--- src/rtl/fir_dout_sink_if.sv ---
// Valid/ready sample stream carrying rounded FIR results toward the DAC/USB path.
interface fir_dout_sink_if #(
  parameter int unsigned DW = 16
) ();
  logic          valid;
  logic [DW-1:0] data;
  logic          ready;

  modport master (output valid, output data, input ready);
  modport slave  (input valid, input data, output ready);
endinterface

--- src/rtl/fir_dout_sink.sv ---
// FIR output consumer: round + saturate each full-precision result to an output sample,
// buffer it in a small first-word-fall-through FIFO and count saturation / drop events.
module fir_dout_sink #(
  parameter int unsigned DIN_W      = 34,
  parameter int unsigned DOUT_W     = 16,
  parameter int unsigned SHIFT      = 9,
  parameter int unsigned FIFO_DEPTH = 8,
  parameter int unsigned CNT_W      = 16
) (
  input  logic                          clk,
  input  logic                          rst_n,
  input  logic                          rdy,
  input  logic [DIN_W-1:0]              dout,
  fir_dout_sink_if.master               m,
  input  logic                          clr,
  output logic [$clog2(FIFO_DEPTH):0]   fifo_level,
  output logic [CNT_W-1:0]              sat_cnt,
  output logic [CNT_W-1:0]              drop_cnt,
  output logic                          ovf_flag
);

  localparam int unsigned SUM_W = DIN_W + 1;
  localparam int unsigned AW    = $clog2(FIFO_DEPTH);
  localparam int unsigned LVL_W = AW + 1;

  // Half an output LSB, added before the arithmetic shift for round-half-up.
  localparam logic [SUM_W-1:0]        RND   = SUM_W'(1) << (SHIFT - 1);
  localparam logic signed [SUM_W-1:0] Q_MAX = SUM_W'((1 << (DOUT_W - 1)) - 1);
  localparam logic signed [SUM_W-1:0] Q_MIN = ~Q_MAX;

  // Stage 1 registers
  logic                    s1_valid_q;
  logic signed [SUM_W-1:0] s1_sum_q;

  // Stage 2 combinational result
  logic signed [SUM_W-1:0] q;
  logic                    sat_hi;
  logic                    sat_lo;
  logic [DOUT_W-1:0]       sample;

  // FIFO state
  logic [DOUT_W-1:0] mem_q [FIFO_DEPTH];
  logic [AW-1:0]     wr_ptr_q;
  logic [AW-1:0]     rd_ptr_q;
  logic [LVL_W-1:0]  level_q;
  logic [LVL_W-1:0]  level_d;
  logic              full;
  logic              rd_en;
  logic              wr_en;
  logic              drop;

  // Event counters
  logic             sat_ev;
  logic [CNT_W-1:0] sat_cnt_q, sat_cnt_d;
  logic [CNT_W-1:0] drop_cnt_q, drop_cnt_d;
  logic             ovf_q, ovf_d;

  // Stage 1: sign-extend and add the rounding constant; dout only sampled on rdy.
  always_ff @(posedge clk or negedge rst_n) begin
    if (!rst_n) begin
      s1_valid_q <= 1'b0;
      s1_sum_q   <= '0;
    end else begin
      s1_valid_q <= rdy;
      if (rdy) begin
        s1_sum_q <= {dout[DIN_W-1], dout} + RND;
      end
    end
  end

  // Stage 2: arithmetic shift and clamp to the output range.
  always_comb begin
    q      = s1_sum_q >>> SHIFT;
    sat_hi = (q > Q_MAX);
    sat_lo = (q < Q_MIN);
    sample = q[DOUT_W-1:0];
    if (sat_hi) begin
      sample = Q_MAX[DOUT_W-1:0];
    end else if (sat_lo) begin
      sample = Q_MIN[DOUT_W-1:0];
    end
  end

  // FIFO control: a read frees a slot in the same edge, so full+read still accepts a write.
  always_comb begin
    rd_en   = m.valid & m.ready;
    full    = (level_q == LVL_W'(FIFO_DEPTH));
    wr_en   = s1_valid_q & (~full | rd_en);
    drop    = s1_valid_q & full & ~rd_en;
    level_d = level_q;
    if (wr_en && !rd_en) begin
      level_d = level_q + LVL_W'(1);
    end else if (!wr_en && rd_en) begin
      level_d = level_q - LVL_W'(1);
    end
  end

  // FIFO storage and pointers; reset discards everything buffered.
  always_ff @(posedge clk or negedge rst_n) begin
    if (!rst_n) begin
      for (int i = 0; i < int'(FIFO_DEPTH); i++) begin
        mem_q[i] <= '0;
      end
      wr_ptr_q <= '0;
      rd_ptr_q <= '0;
      level_q  <= '0;
    end else begin
      if (wr_en) begin
        mem_q[wr_ptr_q] <= sample;
        wr_ptr_q        <= wr_ptr_q + AW'(1);
      end
      if (rd_en) begin
        rd_ptr_q <= rd_ptr_q + AW'(1);
      end
      level_q <= level_d;
    end
  end

  // Counter next-state: saturating increments, clear has priority over events.
  always_comb begin
    sat_ev     = s1_valid_q & (sat_hi | sat_lo);
    sat_cnt_d  = sat_cnt_q;
    drop_cnt_d = drop_cnt_q;
    ovf_d      = ovf_q;
    if (clr) begin
      sat_cnt_d  = '0;
      drop_cnt_d = '0;
      ovf_d      = 1'b0;
    end else begin
      if (sat_ev && !(&sat_cnt_q)) begin
        sat_cnt_d = sat_cnt_q + CNT_W'(1);
      end
      if (drop && !(&drop_cnt_q)) begin
        drop_cnt_d = drop_cnt_q + CNT_W'(1);
      end
      if (drop) begin
        ovf_d = 1'b1;
      end
    end
  end

  // Counter registers.
  always_ff @(posedge clk or negedge rst_n) begin
    if (!rst_n) begin
      sat_cnt_q  <= '0;
      drop_cnt_q <= '0;
      ovf_q      <= 1'b0;
    end else begin
      sat_cnt_q  <= sat_cnt_d;
      drop_cnt_q <= drop_cnt_d;
      ovf_q      <= ovf_d;
    end
  end

  // Head of the FIFO is presented straight from storage flops (fall-through, no bypass).
  assign m.valid    = (level_q != '0);
  assign m.data     = mem_q[rd_ptr_q];
  assign fifo_level = level_q;
  assign sat_cnt    = sat_cnt_q;
  assign drop_cnt   = drop_cnt_q;
  assign ovf_flag   = ovf_q;

endmodule

--- src/flat_wrapper.sv ---
// flat-port wrapper written by rule: the top's interface ports become plain ports
module fir_dout_sink_flat 
#(
  parameter int unsigned DIN_W      = 34,
  parameter int unsigned DOUT_W     = 16,
  parameter int unsigned SHIFT      = 9,
  parameter int unsigned FIFO_DEPTH = 8,
  parameter int unsigned CNT_W      = 16
)
  (clk, rst_n, rdy, dout, clr, fifo_level, sat_cnt, drop_cnt, ovf_flag, m_valid, m_data, m_ready);
  fir_dout_sink_if #(.DW(16)) m_i ();
  input  logic clk;
  input  logic rst_n;
  input  logic rdy;
  input  logic [DIN_W-1:0] dout;
  input  logic clr;
  output logic [$clog2(FIFO_DEPTH):0] fifo_level;
  output logic [CNT_W-1:0] sat_cnt;
  output logic [CNT_W-1:0] drop_cnt;
  output logic ovf_flag;
  output wire logic [$bits(m_i.valid)-1:0] m_valid;
  output wire logic [$bits(m_i.data)-1:0] m_data;
  input wire logic [$bits(m_i.ready)-1:0] m_ready;
  assign m_valid = m_i.valid;
  assign m_data = m_i.data;
  assign m_i.ready = m_ready;
  fir_dout_sink #(.DIN_W(DIN_W), .DOUT_W(DOUT_W), .SHIFT(SHIFT), .FIFO_DEPTH(FIFO_DEPTH), .CNT_W(CNT_W)) u_core (.clk(clk), .rst_n(rst_n), .rdy(rdy), .dout(dout), .m(m_i), .clr(clr), .fifo_level(fifo_level), .sat_cnt(sat_cnt), .drop_cnt(drop_cnt), .ovf_flag(ovf_flag));
endmodule
--- config.mk ---
export PLATFORM = sky130hd
export DESIGN_NAME = fir_dout_sink_flat
export DESIGN_NICKNAME = d
export VERILOG_FILES = /design/src/rtl/fir_dout_sink_if.sv /design/src/rtl/fir_dout_sink.sv /design/src/flat_wrapper.sv
export SDC_FILE = /design/constraint.sdc
export NUM_CORES = 1
export LEC_CHECK = 0
export CORE_MARGIN = 1
export CORE_UTILIZATION = 55
export CTS_BUF_LIST = sky130_fd_sc_hd__clkbuf_4 sky130_fd_sc_hd__clkbuf_8
export CTS_CLUSTER_SIZE = 14
export DETAILED_ROUTE_END_ITERATION = 8
export GPL_ROUTABILITY_DRIVEN = 0
export GPL_TIMING_DRIVEN = 0
export PLACE_DENSITY_LB_ADDON = 0.1
export SYNTH_ARGS = -nofsm -noshare
export SYNTH_HDL_FRONTEND = slang
export SYNTH_SLANG_ARGS = --single-unit
--- constraint.sdc ---
create_clock -name clk -period 5.06 [get_ports clk]
set_input_delay 0.506 -clock clk [delete_from_list [all_inputs] [get_ports clk]]
set_output_delay 0.506 -clock clk [all_outputs]
set_load 0.02 [all_outputs]
## After elaboration in Yosys (flattened, before gate mapping)

Index checks and enable logic that the tools add are counted.

| operators by class | value |
|---|---|
| add/subtract/negate cells | 7 |
| magnitude comparators | 5 |
| equality and inequality tests | 1 |
| mux-type cells | 16 |
| bitwise operators | 11 |
| reduce and logical (&&, ||, !) cells | 16 |

Operators with widths:

| operator | number |
|---|---|
| 16-bit two-way mux | 9 |
| 128-bit bitwise mux | 1 |
| 16-bit binary-select mux with 3-bit select | 1 |
| 16-bit demux with 3-bit select | 1 |
| 34-bit by 10-bit adder with 35-bit output (second input constant) | 1 |
| 16-bit by 1-bit adder with 16-bit output (second input constant) | 2 |
| 16-bit AND reduction | 2 |
| 26-bit by 16-bit > comparator with 1-bit output (second input constant) | 1 |
| 26-bit by 16-bit less-than comparator with 1-bit output (second input constant) | 1 |
| 4-bit greater-or-equal comparator (second input constant) | 2 |
| 4-bit two-way mux | 2 |
| 3-bit inverter with 4-bit output | 2 |
| 2-bit nonzero test | 4 |
| 3-bit by 1-bit adder with 3-bit output (second input constant) | 2 |
| 1-bit AND | 5 |
| 1-bit logical AND | 5 |
| 4-bit by 1-bit adder with 4-bit output (second input constant) | 1 |
| 4-bit equality test (second input constant) | 1 |
| 1-bit zero test | 4 |
| 4-bit by 1-bit less-than comparator with 1-bit output (second input constant) | 1 |
| 4-bit nonzero test | 1 |
| 4-bit by 1-bit subtractor with 4-bit output (second input constant) | 1 |
| 1-bit two-way mux | 2 |
| 1-bit inverter | 2 |
| 1-bit OR | 2 |

| word-level totals | value |
|---|---|
| bits in registers | 207 |
| input port bits | 39 |
| output and inout port bits | 54 |
| logic and storage cells | 72 |

## Depth between registers and ports, before layout

Gate-level depths: netlist of run 1.

| logic depth | value |
|---|---|
| word-level depth | 8 |
| depth in mapped cells | 11 |

## Worst setup path before layout of run 1

No wires, ideal clock.

| timing path | value |
|---|---|
| path type | flip-flop to flip-flop |
| start | register u_core.level_q[1] (netlist: u_core.fifo_level[1]) |
| end | register u_core.level_q[3] (netlist: u_core.fifo_level[3]) |
| library setup time | 132 ps |
| arrival | 2324 ps |
| data required time | 4928 ps |
| path slack | 2605 ps |
| cell stages (with the launch flop) | 12 |
| clock period less this slack | 2455 ps |
| cell sequence | dfrtp_1 -> nor3_2 -> nand2b_1 -> nand2_1 -> ha_1 -> inv_1 -> ha_1 -> a21o_1 -> a21oi_1 -> xnor2_1 -> nor2_1 -> xor2_1 |

| on the way | value |
|---|---|
| longest elaborated chain between the ends | 7 |

Ends and longest elaborated chain:

| item | line | text |
|---|---|---|
| from (decl) | fir_dout_sink.sv:45 | `logic [LVL_W-1:0] level_q;` |
| from (signal assigned) | fir_dout_sink.sv:115 | `level_q <= level_d;` |
| 4-bit nonzero test * | fir_dout_sink.sv:156 | `assign m.valid = (level_q != '0);` |
| net m_valid | flat_wrapper.sv:21 | `output wire logic [$bits(m_i.valid)-1:0] m_valid;` |
| 1-bit AND * | fir_dout_sink.sv:86 | `rd_en = m.valid & m.ready;` |
| 1-bit OR | fir_dout_sink.sv:88 | `wr_en = s1_valid_q & (~full \| rd_en);` |
| 1-bit AND | fir_dout_sink.sv:88 |  |
| 1-bit zero test | fir_dout_sink.sv:93 | `end else if (!wr_en && rd_en) begin` |
| 1-bit logical AND | fir_dout_sink.sv:93 |  |
| 2-bit nonzero test (no line) | n/a |  |

Mark *: on every way through the listed nets, which the timed path passes. The rest lies on a longest branch. The select of a mux whose other input is x is not followed.
A chain may end at the register's enable or synchronous reset.

## Worst setup path after layout of run 1

| timing path | value |
|---|---|
| start | register u_core.rd_ptr_q[0] |
| end | output m_data[14] |

| on the way | value |
|---|---|
| longest elaborated chain between the ends | 4 |

Ends and longest elaborated chain:

| item | line | text |
|---|---|---|
| from (decl) | fir_dout_sink.sv:44 | `logic [AW-1:0] rd_ptr_q;` |
| from (signal assigned) | fir_dout_sink.sv:113 | `rd_ptr_q <= rd_ptr_q + AW'(1);` |
| 3-bit inverter with 4-bit output (not written as such) | fir_dout_sink.sv:157 | `assign m.data = mem_q[rd_ptr_q];` |
| 16-bit binary-select mux with 3-bit select | fir_dout_sink.sv:157 |  |
| 16-bit two-way mux (not written as such) (2 in a row) | fir_dout_sink.sv:157 |  |
| to (decl) | flat_wrapper.sv:22 | `output wire logic [$bits(m_i.data)-1:0] m_data;` |

No other way between the ends. The select of a mux whose other input is x is not followed.

==> results.tsv, run 1 <==
stage	metric	value	unit
synth	yosys.area.top_type_share	52.64	%
sta	slew_violations	0	
job	maxCapViolations	0	
synth	synth_cell_types	47	
power_and_ir_drop	p_leak	0.004372	uW
grt	grt_pass1_wl	36.69	mm
cts	root_buffer	clkbuf_8	
drt	antenna_left	0	
sta	skew	0.01889	ns
drt	first_iter_violations	481	
placement	hpwl	15.65	mm
cts	hold_buffers	0	
die	die_y	132.8	um
drt	wl_per_cell	17.78	um
synth	synth-seq-cells	198	
cts	ctsResizeCount	0	
cts	cts.sinks	198	
cts	worstSkewPairLatency	0.47	ns
die	start_util	56.56	%
final_layout	fin_area	0.01096	mm2
cts	cts_htree_levels	4	
sta	clock.fmax	0.2870	GHz
drt	wirelength	22.10	mm
setup_path	reg2reg_to	u_core.fifo_level[3]	
placement	numPortBuffers	83	
grt	grt_max_degree	118	
setup_path	r2r_cells	11	
sta	maxSlewHeadroom	45.99	%
setup_path	cp_data_arrival_time	2.98	ns
die	coreArea	0.01664	mm2
synth	syn_inst	907	
final_layout	final_cell_mix	dfrtp_1 (198), nand2_1 (123), nor2_1 (92), o21ai_0 (85), a21oi_1 (85)	
status	status	completed	
sta	worst_pin_slew	0.8093	ns
final_layout	num-nets-final	1058	
setup_path	crit_type	flop to output pin	
synth	synth-edff-count	0	
synth	netlist_area	0.009413	mm2
power_and_ir_drop	total_power	5936	uW
drt	num_vias	7229	
synth	async_flop_share	100.0	%
synth	syn_nets	955	
final_layout	layout-drive-gt1-share	10.36	%
setup_path	start_kind	flop	
power_and_ir_drop	combPwrFrac	41.2	%
grt	antenna_found_initial	0	
final_layout	area_growth	16.48	%
power_and_ir_drop	ir_drop	0.4094	mV
hold_path	hp-class	primary input to async pin	
die	rows	47	
grt	grt_use_total	26.73	%
sta	finalCritPeriodShare	68.86	%
power_and_ir_drop	seq_power_share	40.9	%
cts	clockBufferDepth	2	
cts	post_cts_buffers	0	
power_and_ir_drop	swShare	36.08	%
synth	synth_top_cells_by_area	dfrtp_1 (53%), mux4_2 (7.7%), nand2_1 (4.9%)	
power_and_ir_drop	p_int	3794	uW
setup_path	critical_path_required	4.55	ns
power_and_ir_drop	pwr-share-clk	17.9	%
drt	drc	0	
sta	finalSetupViolations	0	
sta	period_needed	3.484	ns
die	io-pin-count	93	
final_layout	final_common_cell	dfrtp_1	
synth	yosysWarnings	0	
setup_path	r2r_start	u_core.fifo_level[1]	
sta	tns	0	ns
grt	grt_pass1_vias	7112	
setup_path	reg2reg_slack	2.50	ns
drt	first_pass_iters	5	
final_layout	diodes	0	
grt	overflow	0	
final_layout	final_util	65.88	%
sta	hold_viol	0	
setup_path	cp_max_fo	10	
drt	vias_per_cell	5.816	
synth	ys_seq_area_share	52.64	%
die	dieWidth	132.8	um
die	dieArea	0.01764	mm2
synth	yosysTopAreaCell	dfrtp_1	
synth	synth_flop_cell	dfrtp_1	
cts	cts_tree	built	
synth	syn_avg_cell_area	10.38	um2
placement	place_area	0.01055	mm2
cts	cts_buffers	17	
setup_path	crit_path_end_kind	output pin	
cts	path_clk_slew	0.10	ns
sta	rsz0062_at_grt	false	
power_and_ir_drop	switching_power	2142	uW
sta	fin_hold_ws	0.03355	ns
power_and_ir_drop	power_density	541.4	mW/mm2
[layer usage]
layer  GRT usage (%)  up-vias  part of all wire, %
met4           6.513        0                 0.60
met5               0        -                    0
met3           4.100       10                  4.4
met2           43.28      180                   50
met1           38.14     3600                   45
li1                -     3439                    -
[state kept, by name, indices dropped and copies added (netlist names)]
signal,flops
u_core.s1_sum_q,26
u_core.ovf_flag,1
u_core.rd_ptr_q,3
u_core.wr_ptr_q,3
u_core.mem_q,128
u_core.drop_cnt,16
u_core.fifo_level,4
u_core.sat_cnt,16
u_core.s1_valid_q,1
[critical path: stages (launching register included)]
cell             delay, ns
dfrtp_1               0.36
clkbuf_1              0.31
buf_2                 0.44
mux4_2                0.58
mux2_2                0.30
clkdlybuf4s50_1       0.53
[kinds of logic (layout without fill, tap and decap cells)]
group / after synthesis / after routing / share of synthesized area (%)
compound gates: 206 / 206 / 12.12
xor+xnor: 46 / 46 / 4.280
fa+ha+maj: 9 / 9 / 1.276
buf+inv: 69 / 185 / 2.991
flops: 198 / 198 / 52.64
mux: 58 / 58 / 10.75
simple gates: 321 / 321 / 15.94
[cell usage after synthesis, drive strengths merged, types with 2 or more instances]
cell     instances
a21oi           85
and2             2
and3             8
and4             5
buf             15
clkbuf          43
dfrtp          198
ha               8
inv             11
mux2            25
mux4            32
nand2          123
nand2b           2
nand3           22
nand4           15
nand4b           2
nor2            92
nor2b            2
nor3             9
nor4            18
nor4b            3
o2111ai          2
o21ai           88
o2bb2ai         15
o31ai           12
or3              3
or4             13
xnor2           36
xor2            10
[metrics by stage]
step,cells,setup WS [ns]
2_1_floorplan,907,2.605
3_3_place_gp,1210,-4.832
3_5_place_dp,1211,2.022
4_1_cts,1243,1.516
5_1_grt,1243,1.364
6_report,1243,1.576
[worst max path at each step]
stage                    startpoint                   end  cells after the start
2_1_floorplan  u_core.fifo_level[1]  u_core.fifo_level[3]                     11
3_3_place_gp                  rst_n   u_core.s1_sum_q[15]                      1
3_5_place_dp     u_core.rd_ptr_q[0]             m_data[4]                      5
4_1_cts          u_core.rd_ptr_q[0]             m_data[6]                      5
5_1_grt          u_core.rd_ptr_q[0]             m_data[5]                      5
6_report         u_core.rd_ptr_q[0]            m_data[14]                      5
[area by class of cell]
type                            count  area (um2)
Fill cell                        1375        5678
Sequential cell                   198        4955
Inverter                           11       41.29
Multi-Input combinational cell    640        4177
Tap cell                          220       275.3
Clock buffer                       18       247.7
Timing Repair Buffer               84       863.3
Buffer                             58       240.2
Clock inverter                     14       165.2
[power by group through the flow]
stage                     Clock [uW]  Combinational, uW  Sequential [uW]
after floorplan                    0               1650             2380
after global placement             0               2390             2440
after detailed placement           0               2450             2450
after CTS                       1070               2460             2420
after global routing            1140               2670             2490
final                           1060               2450             2430
Power figures use the tool's default switching activity.
==> run 2: changes to the inputs <==
Settings changed: CORE_UTILIZATION 55 to 54.
Clock period 5.06 ns to 2.9 ns, I/O delays scaled along.
==> results.tsv, run 2 (synthesized netlist as in run 1, its figures left out) <==
stage	metric	value	unit	change
final_layout	final_common_cell	dfrtp_1		unchanged
placement	numPortBuffers	83		unchanged
sta	maxSlewHeadroom	44.19	%	was 45.99%
sta	hold_viol	0		unchanged
power_and_ir_drop	pwr-share-clk	19.1	%	was 17.9%
setup_path	crit_path_cell_trace	buf_6 -> mux4_2 -> mux2_2 -> clkdlybuf4s50_1		was clkbuf_1 -> buf_2 -> mux4_2 -> mux2_2 -> clkdlybuf4s50_1
grt	grt_pass1_wl	36.56	mm	was 36.69 mm
die	dieWidth	134.0	um	was 132.8 um
setup_path	cp_data_arrival_time	2.54	ns	was 2.98 ns
setup_path	critPathSlowestCell	mux4_2		unchanged
final_layout	layout-drive-gt1-share	10.95	%	was 10.36%
sta	period_needed	2.833	ns	
power_and_ir_drop	p_leak	0.004451	uW	was 0.004372 uW
setup_path	crit_path_end	m_data[10]		was m_data[14]
setup_path	r2r_start	u_core.fifo_level[1]		unchanged
power_and_ir_drop	swShare	34.65	%	was 36.08%
drt	met3_length	1.022	mm	was 980 um
setup_path	crit_path_end_kind	output pin		unchanged
sta	clock.fmax	0.3530	GHz	
die	start_util	55.97	%	was 56.56%
final_layout	final_cell_mix	dfrtp_1 (197), nand2_1 (123), nor2_1 (92), o21ai_0 (85), a21oi_1 (85)		was dfrtp_1 (198), nand2_1 (123), nor2_1 (92), o21ai_0 (85), a21oi_1 (85)
setup_path	start_kind	flop		unchanged
cts	clockBufferDepth	2		unchanged
sta	rsz0062_at_grt	true		was false
drt	first_pass_iters	5		unchanged
power_and_ir_drop	combPwrFrac	40.7	%	was 41.2%
final_layout	diodes	0		unchanged
power_and_ir_drop	seq_power_share	40.2	%	was 40.9%
power_and_ir_drop	switching_power	3676	uW	was 2142 uW
placement	place_area	0.01055	mm2	unchanged
cts	path_clk_slew	0.09	ns	was 0.10 ns
drt	wl_per_cell	17.73	um	was 17.78 um
status	status	completed		unchanged
setup_path	critical_path_required	2.61	ns	was 4.55 ns
drt	first_iter_violations	576		was 481
grt	grt_max_degree	115		was 118
setup_path	cp_max_fo	10		unchanged
sta	setup_ws	0.06724	ns	was 1.576 ns
drt	wl_met1	9.997	mm	was 10.05 mm
sta	tns	0	ns	unchanged
job	maxCapViolations	0		unchanged
cts	cts.sinks	198		unchanged
drt	wirelength	22.04	mm	was 22.10 mm
setup_path	reg2reg_to	u_core.fifo_level[3]		unchanged
die	die_y	134.0	um	was 132.8 um
power_and_ir_drop	power_density	958.4	mW/mm2	was 541.4 mW/mm2
cts	cts_tree	built		unchanged
drt	wl_met2	10.72	mm	was 10.94 mm
cts	worstSkewPairLatency	0.48	ns	was 0.47 ns
final_layout	num-nets-final	1059		was 1058
sta	skew	0.01619	ns	was 0.01889 ns
final_layout	area_growth	17.59	%	was 16.48%
cts	root_buffer	clkbuf_8		unchanged
sta	finalCritPeriodShare	97.68	%	
sta	worst_pin_slew	0.8363	ns	was 0.8093 ns
die	rows	47		unchanged
hold_path	hp-class	primary input to flop		was primary input to async pin
placement	hpwl	15.62	mm	was 15.65 mm
final_layout	top_register	u_core.mem_q		unchanged
drt	vias_per_cell	5.854		was 5.816
die	coreArea	0.01682	mm2	was 0.01664 mm2
cts	cts_htree_levels	4		unchanged
drt	num_vias	7277		was 7229
power_and_ir_drop	ir_drop	0.6825	mV	was 0.4094 mV
setup_path	reg2reg_slack	0.28	ns	was 2.50 ns
die	io-pin-count	93		unchanged
sta	finalSetupViolations	0		unchanged
final_layout	fill_cells	1415		was 1375
grt	overflow	0		unchanged
drt	highest_layer	met4		unchanged
grt	grt_use_total	26.34	%	was 26.73%
die	dieArea	0.01796	mm2	was 0.01764 mm2
grt	antenna_found_initial	0		unchanged
setup_path	r2r_cells	11		unchanged
setup_path	slowest_delay	0.54	ns	was 0.58 ns
placement	post-place-ws	0.04456	ns	was 2.022 ns
final_layout	layout_top_registers	u_core.mem_q (128), u_core.s1_sum_q (26)		unchanged
drt	antenna_left	0		unchanged
setup_path	crit_type	flop to output pin		unchanged
setup_path	cp-startpoint	u_core.rd_ptr_q[0]		unchanged
final_layout	fin_area	0.01107	mm2	was 0.01096 mm2
cts	cts_buffers	17		unchanged
drt	drc	0		unchanged
power_and_ir_drop	p_int	6932	uW	was 3794 uW
sta	slew_violations	0		unchanged
final_layout	largest_reg_flops	128		unchanged
grt	grt_pass1_vias	7156		was 7112
run 2: cell types whose count changed in the layout (fill, tap and decap cells not counted), sizes merged:
cell / change
bufinv: +3
inv: -3
buf: +2
clkdlybuf4s50: -2
clkinv: -2
dlymetal6s2s: +2
clkinvlp: -1
dlygate4sd3: +1
run 2: worst min-delay path by stage:
stage	start	endpoint	slack, ns	cells past startpoint
CTS	clr	u_core.ovf_flag	0.20	2
finish	clr	u_core.ovf_flag	0.21	2
global route	clr	u_core.ovf_flag	0.23	2
floorplan	rst_n	u_core.drop_cnt[0]	-0.006	0
detailed placement	rst_n	u_core.fifo_level[0]	0.32	1
global placement	u_core.mem_q[81]	u_core.mem_q[81]	0.46	2
run 2: metal layers:
metal / track usage [%] / vias to the layer above
met3: 3.741 / 21
met1: 36.71 / 3644
li1: - / 3431
met5: 0 / -
met4: 8.926 / 0
met2: 42.75 / 181
run 2: per-stage QoR:
stage	hold slack, ns	power, uW	util, %	cells
global route	0.2327	11230	65.81	1243
CTS	0.1977	10640	65.76	1243
detailed placement	0.3233	8563	62.74	1211
global placement	0.4564	8432	62.54	1210
floorplan	-0.005591	7027	-	907
finish	0.2089	10610	65.81	1243
run 2: worst max-delay path: cells and delay by family, from the launching register on:
kind                   cells  cell delay (ns)
buffers and inverters      2             0.76
DFF                        1             0.47
muxes                      2             0.83
run 2: power groups by stage:
stage | combinational (uW) | sequential, uW | clock (uW)
after global placement | 4180 | 4250 | 0
after floorplan | 2880 | 4150 | 0
after CTS | 4340 | 4250 | 2060
final | 4310 | 4270 | 2030
after detailed placement | 4290 | 4280 | 0
after global routing | 4700 | 4380 | 2150
run 2: repair_timing:
| action | 4_1_cts | 5_1_grt |
|---|---|---|
| hold buffers | 1 | 0 |
| pin swaps | 0 | 0 |
| setup buffers | 2 | 0 |
| resized for setup | 14 | 4 |
| endpoints found under the setup margin | 16 | 12 |
| endpoints found under the hold margin | 84 | 0 |
run 2: final cells by class:
type | count | area, um2 | share of cell area, %
multi-input combinational | 640 | 4177 | 37.73
tap | 220 | 275.3 | 2.487
buffer | 56 | 267.8 | 2.419
clock buffer | 20 | 262.8 | 2.374
timing repair buffer | 87 | 893.4 | 8.071
clock inverter | 11 | 195.2 | 1.764
sequential | 198 | 4956 | 44.78
inverter | 11 | 41.29 | 0.3731
